File: src/rtl/spart_driver.sv
`default_nettype none
// ============================================================================
// Module  : spart_driver
// Brief   : Processor-side bus initiator for spart. It programs the baud divisor,
//           then services receive and transmit.
// Revision: 1.0
// ============================================================================
module spart_driver #(
    parameter logic [15:0] DIV0 = 16'h0515,
    parameter logic [15:0] DIV1 = 16'h028A,
    parameter logic [15:0] DIV2 = 16'h0145,
    parameter logic [15:0] DIV3 = 16'h00A2,
    parameter bit          ECHO = 1'b1
) (
    input  logic       clk,
    input  logic       rst,
    input  logic [1:0] br_cfg,
    output logic       iocs,
    output logic       iorw,
    output logic [1:0] ioaddr,
    output logic [7:0] databus_out,
    input  logic [7:0] databus_in,
    input  logic       rda,
    input  logic       tbr,
    input  logic       tx_req,
    input  logic [7:0] tx_data,
    output logic       tx_busy,
    output logic       rx_valid,
    output logic [7:0] rx_data,
    output logic       cfg_done
);

    typedef enum logic [2:0] {
        S_RST    = 3'd0,
        S_CFG_LO = 3'd1,
        S_CFG_HI = 3'd2,
        S_IDLE   = 3'd3,
        S_RD     = 3'd4,
        S_WR_TX  = 3'd5,
        S_GAP    = 3'd6
    } state_t;

    localparam logic [1:0] c_ADDR_BUF    = 2'b00;
    localparam logic [1:0] c_ADDR_DIV_LO = 2'b10;
    localparam logic [1:0] c_ADDR_DIV_HI = 2'b11;

    state_t     state_q, state_d;
    logic [1:0] cfg_q, cfg_d;
    logic       iocs_q, iocs_d;
    logic       iorw_q, iorw_d;
    logic [1:0] ioaddr_q, ioaddr_d;
    logic [7:0] dout_q, dout_d;
    logic       rx_valid_q, rx_valid_d;
    logic [7:0] rx_data_q, rx_data_d;
    logic       cfg_done_q, cfg_done_d;
    logic       tx_busy_q, tx_busy_d;
    logic       pend_q, pend_d;
    logic [7:0] pend_byte_q, pend_byte_d;

    logic [15:0] w_div_new;
    logic [15:0] w_div_cur;

    function automatic logic [15:0] div_sel(input logic [1:0] sel);
        case (sel)
            2'b00:   div_sel = DIV0;
            2'b01:   div_sel = DIV1;
            2'b10:   div_sel = DIV2;
            default: div_sel = DIV3;
        endcase
    endfunction

    assign w_div_new = div_sel(br_cfg);
    assign w_div_cur = div_sel(cfg_q);

    always_comb begin
        state_d     = state_q;
        cfg_d       = cfg_q;
        iocs_d      = 1'b0;
        iorw_d      = 1'b1;
        ioaddr_d    = ioaddr_q;
        dout_d      = dout_q;
        rx_valid_d  = 1'b0;
        rx_data_d   = rx_data_q;
        cfg_done_d  = cfg_done_q;
        pend_d      = pend_q;
        pend_byte_d = pend_byte_q;

        case (state_q)
            S_RST, S_IDLE: begin
                if (state_q == S_RST || br_cfg != cfg_q) begin
                    state_d    = S_CFG_LO;
                    cfg_d      = br_cfg;
                    cfg_done_d = 1'b0;
                    iocs_d     = 1'b1;
                    iorw_d     = 1'b0;
                    ioaddr_d   = c_ADDR_DIV_LO;
                    dout_d     = w_div_new[7:0];
                end else if (rda) begin
                    state_d  = S_RD;
                    iocs_d   = 1'b1;
                    ioaddr_d = c_ADDR_BUF;
                end else if (pend_q && tbr) begin
                    state_d  = S_WR_TX;
                    iocs_d   = 1'b1;
                    iorw_d   = 1'b0;
                    ioaddr_d = c_ADDR_BUF;
                    dout_d   = pend_byte_q;
                end
            end
            S_CFG_LO: begin
                state_d  = S_CFG_HI;
                iocs_d   = 1'b1;
                iorw_d   = 1'b0;
                ioaddr_d = c_ADDR_DIV_HI;
                dout_d   = w_div_cur[15:8];
            end
            S_RD: begin
                state_d    = S_GAP;
                rx_data_d  = databus_in;
                rx_valid_d = 1'b1;
                // A byte already waiting to go out wins; the new one is only reported.
                if (ECHO && !pend_q) begin
                    pend_d      = 1'b1;
                    pend_byte_d = databus_in;
                end
            end
            S_WR_TX: begin
                state_d = S_GAP;
                pend_d  = 1'b0;
            end
            S_GAP: begin
                state_d    = S_IDLE;
                cfg_done_d = 1'b1;
            end
            default: state_d = S_GAP;
        endcase

        if (tx_req && !tx_busy_q) begin
            pend_d      = 1'b1;
            pend_byte_d = tx_data;
        end
    end

    assign tx_busy_d = pend_d | ~cfg_done_d;

    always_ff @(posedge clk or posedge rst) begin
        if (rst) begin
            state_q     <= S_RST;
            cfg_q       <= 2'b00;
            iocs_q      <= 1'b0;
            iorw_q      <= 1'b1;
            ioaddr_q    <= 2'b00;
            dout_q      <= 8'h00;
            rx_valid_q  <= 1'b0;
            rx_data_q   <= 8'h00;
            cfg_done_q  <= 1'b0;
            tx_busy_q   <= 1'b1;
            pend_q      <= 1'b0;
            pend_byte_q <= 8'h00;
        end else begin
            state_q     <= state_d;
            cfg_q       <= cfg_d;
            iocs_q      <= iocs_d;
            iorw_q      <= iorw_d;
            ioaddr_q    <= ioaddr_d;
            dout_q      <= dout_d;
            rx_valid_q  <= rx_valid_d;
            rx_data_q   <= rx_data_d;
            cfg_done_q  <= cfg_done_d;
            tx_busy_q   <= tx_busy_d;
            pend_q      <= pend_d;
            pend_byte_q <= pend_byte_d;
        end
    end

    assign iocs        = iocs_q;
    assign iorw        = iorw_q;
    assign ioaddr      = ioaddr_q;
    assign databus_out = dout_q;
    assign rx_valid    = rx_valid_q;
    assign rx_data     = rx_data_q;
    assign cfg_done    = cfg_done_q;
    assign tx_busy     = tx_busy_q;

endmodule
`default_nettype wire
File: config.mk
export PLATFORM = sky130hd
export DESIGN_NAME = spart_driver
export DESIGN_NICKNAME = d
export VERILOG_FILES = /design/src/rtl/spart_driver.sv
export SDC_FILE = /design/constraint.sdc
export NUM_CORES = 1
export LEC_CHECK = 0
export ABC_AREA = 1
export BUFFER_PORTS_ARGS = -buffer_cell sky130_fd_sc_hd__buf_2
export CAP_MARGIN = 30
export CORE_MARGIN = 1
export CORE_UTILIZATION = 47
export DETAILED_ROUTE_END_ITERATION = 16
export PLACE_DENSITY = 0.76
export SETUP_SLACK_MARGIN = 0.1
export SLEW_MARGIN = 20
export SYNTH_ARGS = -nofsm -noshare
export SYNTH_HDL_FRONTEND = slang
export SYNTH_SLANG_ARGS = --single-unit
File: constraint.sdc
create_clock -name clk -period 1.3 [get_ports clk]
set_input_delay 0.13 -clock clk [delete_from_list [all_inputs] [get_ports clk]]
set_output_delay 0.13 -clock clk [all_outputs]
set_load 0.02 [all_outputs]
==> flow_summary.toml, run 1 <==
[cells_and_area]
seq_area_um2 = 930
drive_above_1_share_pct = 47.4
area_delta_synth_final_pct = 45.3
fin_cells = 350
utilization_pct = 71.1
fin_nets = 324
multi_input_area_um2 = 927
postLayoutCellArea_um2 = 2600
num-fill-cells = 291
n_antenna_cell = 0

[worst_setup_path]
startpoint_type = "flip-flop"
r2r_slack_ns = -0.07
end_kind = "flip-flop"
worst_ep_arrival_time_ns = 1.55
reg2reg_depth = 9
r2r-start = "state_q[0]$_DFFE_PP0P_"
cp_max_fo = 8
worstReg2RegEnd = "databus_out[2]$_DFFE_PP0P_"
startpoint = "state_q[0]$_DFFE_PP0P_"
cp.required_ns = 1.49
setup.worst_path.class = "reg2reg"

[placement]
place_congestion = 0.797
place_ws_ns = -0.0838
dp_hpwl_um = 2820
port_buffers = 45
dpl_cell_area_um2 = 2230
dp_cells = 330

[route]
drtIter0Drc = 62
dr.pass1.iters = 4
vias = 1739
ant_nets = 0
viasPerCell = 4.97
drc = 0
wirelength_um = 4280
wl_per_cell_um = 12.2

[global_routing]
grt_pass1_vias = 1494
antenna_found_initial = 0
grt_pass1_wl_um = 6680
grt.total_usage_pct = 21.6
overflow = 0
grt_max_degree = 38

[clock_tree]
clock-root-buffer = "clkbuf_8"
tritoncts = "yes"
cts.sinks = 37
clock_path_buffers = 2
cts_max_level = 2
numCtsBuffers = 5
insertion_delay_ns = 0.30
path_clk_slew_ns = 0.08

[synth]
synth.distinct_cells = 23
synthFlopType = "dfrtp_1"
synth-seq-cells = 37
synth_area_leaders = "dfrtp_1 49%, nand2_1 19%, inv_1 3.4%"
synth-seq-area-share_pct = 51.8
synth_edf_count = 0
avgSynthCellArea_um2 = 8.03
ys_top_cells_by_count = "93 x nand2_1, 35 x dfrtp_1, 16 x inv_1"
synth_warnings = 0
synth.most_common_cell = "nand2_1"
synth.cell_area_um2 = 1790
postSynthCellCount = 223
synthArstFlopShare_pct = 100
synth.top_cell.area_share_pct = 48.9
syn-num-nets = 246
yosysTopAreaCell = "dfrtp_1"

[pwr]
power_mw = 6.48
vdd_drop_max_mv = 1.33
cellLeakagePower_nw = 1.34
p_per_area_nw_per_um2 = 2490

[timing]
setup_violations = 17
rsz0062_at_grt = "true"
timing.final.ws_setup_ns = -0.0686
finClkSkew_ns = 0.0122
timing.final.max_slew_violations = 0
whs_ns = 0.0341
hold_viol_final = 0
fin_crit_sh_pct = 105
relSlewSlack_pct = 70.6
fmax_ghz = 0.731
worstMarginPinSlew_ns = 0.441
min_period_ns = 1.37
tns_ns = -0.565

[die]
rows = 22
core_um2 = 3660
start_util_pct = 48.9
die-area_um2 = 4060
ios = 46
die_height_um = 63.7
die_w_um = 63.7

[hold_path]
hold_path.class = "in2reg"
whs_endpoint = "rx_data[5]$_DFFE_PP0P_"
hold-path-cell-count = 3
min_from = "databus_in[5]"

[status]
status = "finished with violations"
failed_checks = "setup timing"

[flow_run]
cap_violations = 0
==> flip-flops by register name, indices dropped and copies added (netlist names) <==
signal       cells
cfg_done         1
cfg_q            2
databus_out      8
ioaddr           2
iocs             1
iorw             1
pend_byte_q      8
pend_q           1
rx_data          8
rx_valid         1
state_q          3
tx_busy          1
==> repair_timing <==
action	CTS	global route
pin swaps	8	14
hold endpoints to repair	35	0
endpoints found under the setup margin	34	36
cloned	2	0
hold buffers	1	0
setup buffers	5	8
resized for setup	37	26
==> cell families after synthesis <==
family	after synthesis	synth area share (%)
buffers and inverters	25	5.94
and+or+nand+nor	134	33.0
AOI/OAI and AO/OA	27	9.22
DFF	37	51.8
==> worst max-delay path, cell delays in order, from the launching register on <==
cell and delay [ns]:
dfrtp_1 0.38, inv_2 0.08, nand2_2 0.07, nand2_2 0.07, nor2_4 0.17, nand3_4 0.14
nor2_4 0.15, nor2_4 0.07, nand2_1 0.07, nand2_1 0.04
==> cell type report <==
type	count	share of cell area, %
repair buffers	75	18.8
clock buffers	5	2.64
well taps	48	2.31
flip-flops and latches	37	35.7
clock inverters	3	1.68
multi-input cells	162	35.6
inverters	20	3.27
==> power breakdown <==
part	internal (mW)	leakage (nW)	switching, mW	total (mW)
clock network	0.574	0.0585	0.429	1.00
registers	1.71	0.441	0.330	2.04
logic	1.41	0.841	2.03	3.44
total	3.69	1.34	2.79	6.48
==> cells in the final DEF (no fill, tap or decap), drive strengths merged <==
master,n
nand2,97
inv,19
o21ai,13
nor2,18
o211ai,2
o311ai,1
bufinv,1
clkinv,2
clkinvlp,1
dfrtp,35
nand4,8
buf,74
a31oi,5
nand3,11
a21oi,7
dlygate4sd3,1
clkbuf,5
dfstp,2
==> worst max path at each step <==
stage                                      end
global placement    databus_out[1]$_DFFE_PP0P_
floorplan           databus_out[0]$_DFFE_PP0P_
CTS                 databus_out[2]$_DFFE_PP0P_
finish              databus_out[2]$_DFFE_PP0P_
global route        databus_out[1]$_DFFE_PP0P_
detailed placement  databus_out[6]$_DFFE_PP0P_
==> routing by layer <==
layer  wire, µm  global-route usage (%)
met5          0                       0
met4         53                    7.10
met3        214                    5.89
met2       2160                    36.3
met1       1850                    26.7
No activity file was read; power rests on OpenSTA's default activity.
==> inputs of run 2 (changes only) <==
--- a/config.mk
+++ b/config.mk
@@ -12,6 +12,7 @@
 export CORE_UTILIZATION = 47
 export DETAILED_ROUTE_END_ITERATION = 16
 export PLACE_DENSITY = 0.76
+export REMOVE_ABC_BUFFERS = 1
 export SETUP_SLACK_MARGIN = 0.1
 export SLEW_MARGIN = 20
 export SYNTH_ARGS = -nofsm -noshare
==> run 2 against run 1 <==
  * The run still ends with setup timing left
  * Wire length grew 8.8%
  * Critical path depth is the same
  * Clock power is essentially flat
  * Count of clock-buffer cells in the layout is the same
  * Highest routed layer unchanged
  * Largest cell class unchanged
  * Critical path type unchanged
  * Setup slack lost 0.0026 ns
  * First-iteration DRC count grew 56%
==> flow_summary.toml, run 2 (synthesized netlist as in run 1, its figures left out) <==
[status]
status = "finished with violations"
failed_checks = "setup timing"

[pwr]
power_mw = 6.59
vdd_drop_max_mv = 1.38
cellLeakagePower_nw = 1.35
p_per_area_nw_per_um2 = 2500

[worst_setup_path]
worst_ep_arrival_time_ns = 1.56
startpoint_type = "flip-flop"
end_kind = "flip-flop"
setup.worst_path.class = "reg2reg"
cp.required_ns = 1.49
cp_max_fo = 8

[clock_tree]
clock_path_buffers = 2
numCtsBuffers = 5
path_clk_slew_ns = 0.08
insertion_delay_ns = 0.30
cts_max_level = 2
clock-root-buffer = "clkbuf_8"
tritoncts = "yes"
cts.sinks = 37

[placement]
port_buffers = 45
dp_cells = 331
place_congestion = 0.906
dp_hpwl_um = 2910

[timing]
relSlewSlack_pct = 69.8
whs_ns = 0.0462
fmax_ghz = 0.729
worstMarginPinSlew_ns = 0.453
rsz0062_at_grt = "true"
timing.final.max_slew_violations = 0
finClkSkew_ns = 0.00666
min_period_ns = 1.37
timing.final.ws_setup_ns = -0.0711
hold_viol_final = 0
setup_violations = 22
fin_crit_sh_pct = 105

[die]
die-area_um2 = 4060
die_height_um = 63.7
ios = 46
die_w_um = 63.7
core_um2 = 3660
start_util_pct = 48.9
rows = 22

[route]
dr.pass1.iters = 4
drtIter0Drc = 97
wl_per_cell_um = 13.3
ant_nets = 0
viasPerCell = 5.05
vias = 1769
wirelength_um = 4660
drc = 0

[hold_path]
hold_path.class = "in2reg"

[cells_and_area]
utilization_pct = 71.9
layout_commonest_cell = "nand2_1"
drive_above_1_share_pct = 44.7
most-common-layout-cells = "74 x nand2_1, 45 x buf_2, 35 x dfrtp_1"
fin_nets = 324
area_delta_synth_final_pct = 46.9
n_antenna_cell = 0
fin_cells = 350

[global_routing]
grt_pass1_wl_um = 7320
grt.total_usage_pct = 23.6
antenna_found_initial = 0
overflow = 0
grt_max_degree = 38
grt_pass1_vias = 1713

[flow_run]
cap_violations = 0
## run 2: changes by cell type in the layout (fill, tap and decap cells not counted), sizes merged
cell and delta:
inv -1, clkinvlp +1, clkbuf +2, buf -2
## run 2: power by group
part | internal, mW | switching, mW | leakage (nW)
Sequential | 1.70 | 0.326 | 0.442
Clock | 0.573 | 0.420 | 0.0543
Combinational | 1.47 | 2.09 | 0.857
## run 2: critical path, cell delays in order (launching register included)
cell and delay [ns]:
dfrtp_1 0.41, buf_6 0.15, nand2_4 0.06, nand2_4 0.05, nor2_4 0.13, nand3_4 0.14, nor2_4 0.14, nor2_4 0.06
nand2_1 0.07, nand2_1 0.05
## run 2: metrics by stage
| step | setup TNS [ns] | area, µm² | setup WS, ns |
|---|---|---|---|
| global placement | -0.518 | 2210 | -0.0618 |
| detailed placement | -0.933 | 2210 | -0.125 |
| global route | -3.19 | 2630 | -0.183 |
| floorplan | -1.74 | 1760 | -0.157 |
| CTS | -0.711 | 2420 | -0.0854 |
| finish | -0.964 | 2630 | -0.0711 |
## run 2: timing repair
item                                    4_1_cts  5_1_grt
resized for setup                            23       44
endpoints found under the hold margin        35        0
buffers inserted                              3        6
pin swaps                                    14       25
endpoints found under the setup margin       26       34
hold buffers                                  1        0
cloned                                        1        2
## run 2: worst paths after layout
check | cells past startpoint | from | to | slack [ns]
setup reg to reg | 9 | state_q[1]$_DFFE_PP0P_ | databus_out[0]$_DFFE_PP0P_ | -0.07
hold reg to reg | 2 | databus_out[4]$_DFFE_PP0P_ | databus_out[4]$_DFFE_PP0P_ | 0.47
max in group asynchronous | 4 | rst | iorw$_DFF_PP1_ | 0.48
setup / recovery | 9 | state_q[1]$_DFFE_PP0P_ | databus_out[0]$_DFFE_PP0P_ | -0.07
min in group asynchronous | 4 | rst | rx_valid$_DFF_PP0_ | 0.46
hold / removal | 3 | databus_in[4] | rx_data[4]$_DFFE_PP0P_ | 0.05
## run 2: per-layer routing
| metal | up-vias | share of wire (%) | GRT usage, % |
|---|---|---|---|
| met2 | 69 | 54 | 41.1 |
| li1 | 871 | - | - |
| met4 | 0 | 1.8 | 9.09 |
| met1 | 819 | 39 | 27.7 |
| met5 | - | 0 | 0 |
| met3 | 10 | 5.6 | 5.89 |
## run 2: final cells by class
type                       instances  area (µm²)
fill                             272        1030
sequential                        37         928
multi-input combinational        162         906
timing repair buffer              75         539
tap                               48        60.1
clock buffer                       5        68.8
inverter                          20        82.6
clock inverter                     3        46.3
==> inputs of run 3 (changes only) <==
--- a/config.mk
+++ b/config.mk
@@ -5,7 +5,6 @@
 export SDC_FILE = /design/constraint.sdc
 export NUM_CORES = 1
 export LEC_CHECK = 0
-export ABC_AREA = 1
 export BUFFER_PORTS_ARGS = -buffer_cell sky130_fd_sc_hd__buf_2
 export CAP_MARGIN = 30
 export CORE_MARGIN = 1
==> constraint.sdc (replaced) <==
create_clock -name clk -period 1.2 [get_ports clk]
set_input_delay 0.12 -clock clk [delete_from_list [all_inputs] [get_ports clk]]
set_output_delay 0.12 -clock clk [all_outputs]
set_load 0.02 [all_outputs]
==> run 3 against run 2 <==
  * The flow still finishes with violations (setup timing)
  * Clock skew grew 0.0027 ns
  * Wire length increased by 21%
  * Core utilization rose by 8.9 points
  * Critical endpoint is now databus_out[7]$_DFFE_PP0P_
  * Sequential power up 18%
  * Maximum frequency is 9.6% lower
  * Synthesized cell count shrank 25%
  * Register-to-register slack worse by 0.25 ns
  * Design area rose by 12%
  * Die area is 0.82% higher
==> flow_summary.toml, run 3 <==
[status]
status = "finished with violations"
failed_checks = "setup timing"

[pwr]
p_clk_share_pct = 12.2
p_comb_share_pct = 61.4
vdd_drop_max_mv = 1.71
internal_power_mw = 5.21
p_sw_mw = 3.86
netSwitchingFraction_pct = 42.6
pwr-share-seq_pct = 26.4
cellLeakagePower_nw = 1.31
p_per_area_nw_per_um2 = 3070

[global_routing]
met1_usage_pct = 31.6
grt-busiest-layer = "met2"
gr-usage-met3_pct = 6.25
antenna_found_initial = 0
grt_pass1_wl_um = 8110
grt.total_usage_pct = 26.6
use_met2_pct = 46.8
grt_pass1_vias = 1735
overflow = 0
grt_max_degree = 38

[synth]
synth-seq-area-share_pct = 51.4
synth.most_common_cell = "dfrtp_1"
ys_top_cells_by_count = "35 x dfrtp_1, 16 x o21ai_0, 14 x nand2_1"
synth_area_leaders = "dfrtp_1 48%, mux2i_1 7.2%, mux2_2 6.2%"
synth.distinct_cells = 41
postSynthCellCount = 168
avgSynthCellArea_um2 = 10.8
synth_warnings = 0
synth_edf_count = 0
synthArstFlopShare_pct = 100
synth.top_cell.area_share_pct = 48.5
synth-seq-cells = 37
yosysTopAreaCell = "dfrtp_1"
synthFlopType = "dfrtp_1"
synth.cell_area_um2 = 1810

[route]
dr.pass1.iters = 4
wirelength_um = 5640
viasPerCell = 5.55
drtIter0Drc = 103
vias = 1704
wl_per_cell_um = 18.4
ant_nets = 0
drc = 0

[worst_setup_path]
r2r_slack_ns = -0.32
cp_max_fo = 5
worstReg2RegEnd = "databus_out[7]$_DFFE_PP0P_"
setup.worst_path.class = "reg2reg"
r2r-start = "cfg_q[1]$_DFFE_PP0P_"
worst_ep_arrival_time_ns = 1.71
end_kind = "flip-flop"
startpoint_type = "flip-flop"
reg2reg_depth = 5
cp.required_ns = 1.39

[cells_and_area]
most-common-layout-cells = "44 x buf_2, 33 x dfrtp_1, 25 x buf_4"
area_delta_synth_final_pct = 63.6
drive_above_1_share_pct = 62.2
layout_commonest_cell = "buf_2"
n_antenna_cell = 0
fin_nets = 281
fin_cells = 307

[clock_tree]
tritoncts = "yes"
cts_max_level = 2
path_clk_slew_ns = 0.07
numCtsBuffers = 5
clock_path_buffers = 2
clock-root-buffer = "clkbuf_8"
insertion_delay_ns = 0.30
cts.sinks = 37

[hold_path]
min_from = "databus_in[6]"
hold_path.class = "in2reg"
whs_endpoint = "rx_data[6]$_DFFE_PP0P_"
hold-path-cell-count = 2

[timing]
relSlewSlack_pct = 64.3
min_period_ns = 1.52
rsz0062_at_grt = "true"
timing.final.ws_setup_ns = -0.316
hold_viol_final = 0
worstMarginPinSlew_ns = 0.532
setup_violations = 35
whs_ns = 0.0641
finClkSkew_ns = 0.00936
timing.final.max_slew_violations = 0
fmax_ghz = 0.660
fin_crit_sh_pct = 126

[placement]
dp_cells = 285
port_buffers = 45
place_congestion = 0.925
dp_hpwl_um = 3040

[die]
start_util_pct = 49.4
die_w_um = 64
die_height_um = 64
core_um2 = 3660
rows = 22
ios = 46
die-area_um2 = 4100

[flow_run]
cap_violations = 0
## run 3: cell types whose count changed in the layout (fill, tap and decap cells not counted), sizes merged, moves of 6 or more
cell | previous run | this run
mux2 | 0 | 11
mux2i | 0 | 13
inv | 18 | 5
nand3 | 11 | 3
nor3 | 0 | 6
nor2 | 18 | 5
buf | 72 | 90
nand2 | 97 | 14
nand4 | 8 | 0
## run 3: power by group through the flow
stage | clock network, mW | registers (mW) | logic (mW)
2_1_floorplan | 0 | 2.79 | 1.60
3_3_place_gp | 0 | 2.23 | 3.58
3_5_place_dp | 0 | 2.26 | 3.64
4_1_cts | 1.10 | 2.29 | 4.31
5_1_grt | 1.17 | 2.46 | 5.85
6_report | 1.11 | 2.40 | 5.56
## run 3: layout make-up
| type | instances | area [µm²] |
|---|---|---|
| clock inverter | 2 | 38.8 |
| multi-input combinational | 117 | 1130 |
| sequential | 37 | 931 |
| timing repair buffer | 91 | 696 |
| tap | 48 | 60.1 |
| inverter | 6 | 30.0 |
| clock buffer | 6 | 72.6 |
| fill | 184 | 704 |
## run 3: worst max-delay path by stage
stage / to / from / slack (ns) / cells past startpoint
final: databus_out[7]$_DFFE_PP0P_ / cfg_q[1]$_DFFE_PP0P_ / -0.32 / 5
after global routing: databus_out[7]$_DFFE_PP0P_ / cfg_q[1]$_DFFE_PP0P_ / -0.38 / 5
after CTS: databus_out[2]$_DFFE_PP0P_ / cfg_q[0]$_DFFE_PP0P_ / -0.28 / 5
after detailed placement: pend_byte_q[3]$_DFFE_PP0P_ / tx_busy$_DFF_PP1_ / -0.40 / 3
after global placement: databus_out[7]$_DFFE_PP0P_ / cfg_q[1]$_DFFE_PP0P_ / -0.33 / 6
after floorplan: pend_byte_q[0]$_DFFE_PP0P_ / state_q[2]$_DFFE_PP0P_ / -0.59 / 4
## run 3: kinds of logic after synthesis
logic type      after synthesis  synth area share [%]
xor+xnor                      4                  2.36
mux                          24                  14.3
simple gates                 39                  11.0
buf+inv                      15                  3.67
compound gates               49                  17.3
flops                        37                  51.4
## run 3: metrics by stage
stage / cell area, µm² / setup slack (ns) / TNS, ns / total power [mW] / util (%)
3_5_place_dp: 2310 / -0.397 / -8.83 / 5.90 / 63.1
5_1_grt: 2960 / -0.379 / -9.34 / 9.47 / 80.8
2_1_floorplan: 1760 / -0.593 / -12.75 / 4.39 / -
6_report: 2960 / -0.316 / -7.85 / 9.07 / 80.8
3_3_place_gp: 2310 / -0.332 / -8.25 / 5.81 / 63.1
4_1_cts: 2650 / -0.277 / -6.58 / 7.70 / 72.3
## run 3: metal layers
| layer | vias up | wire [µm] |
|---|---|---|
| li1 | 784 | - |
| met1 | 838 | 2330 |
| met3 | 14 | 286 |
| met4 | 0 | 140 |
| met5 | - | 0 |
| met2 | 68 | 2890 |
## run 3: worst max-delay path, stage by stage, from the launching register on
cell and delay, ns:
dfrtp_2 0.49, xor2_4 0.19, nor3_2 0.19, buf_4 0.19, mux2i_1 0.27, o2bb2ai_2 0.07
## run 3: what timing repair did
action / in CTS / in global routing
buffers inserted: 7 / 5
hold buffers: 1 / 0
pin swaps: 17 / 15
cloned: 2 / 0
setup endpoints to repair: 38 / 38
resized for setup: 49 / 53
hold endpoints to repair: 35 / 0
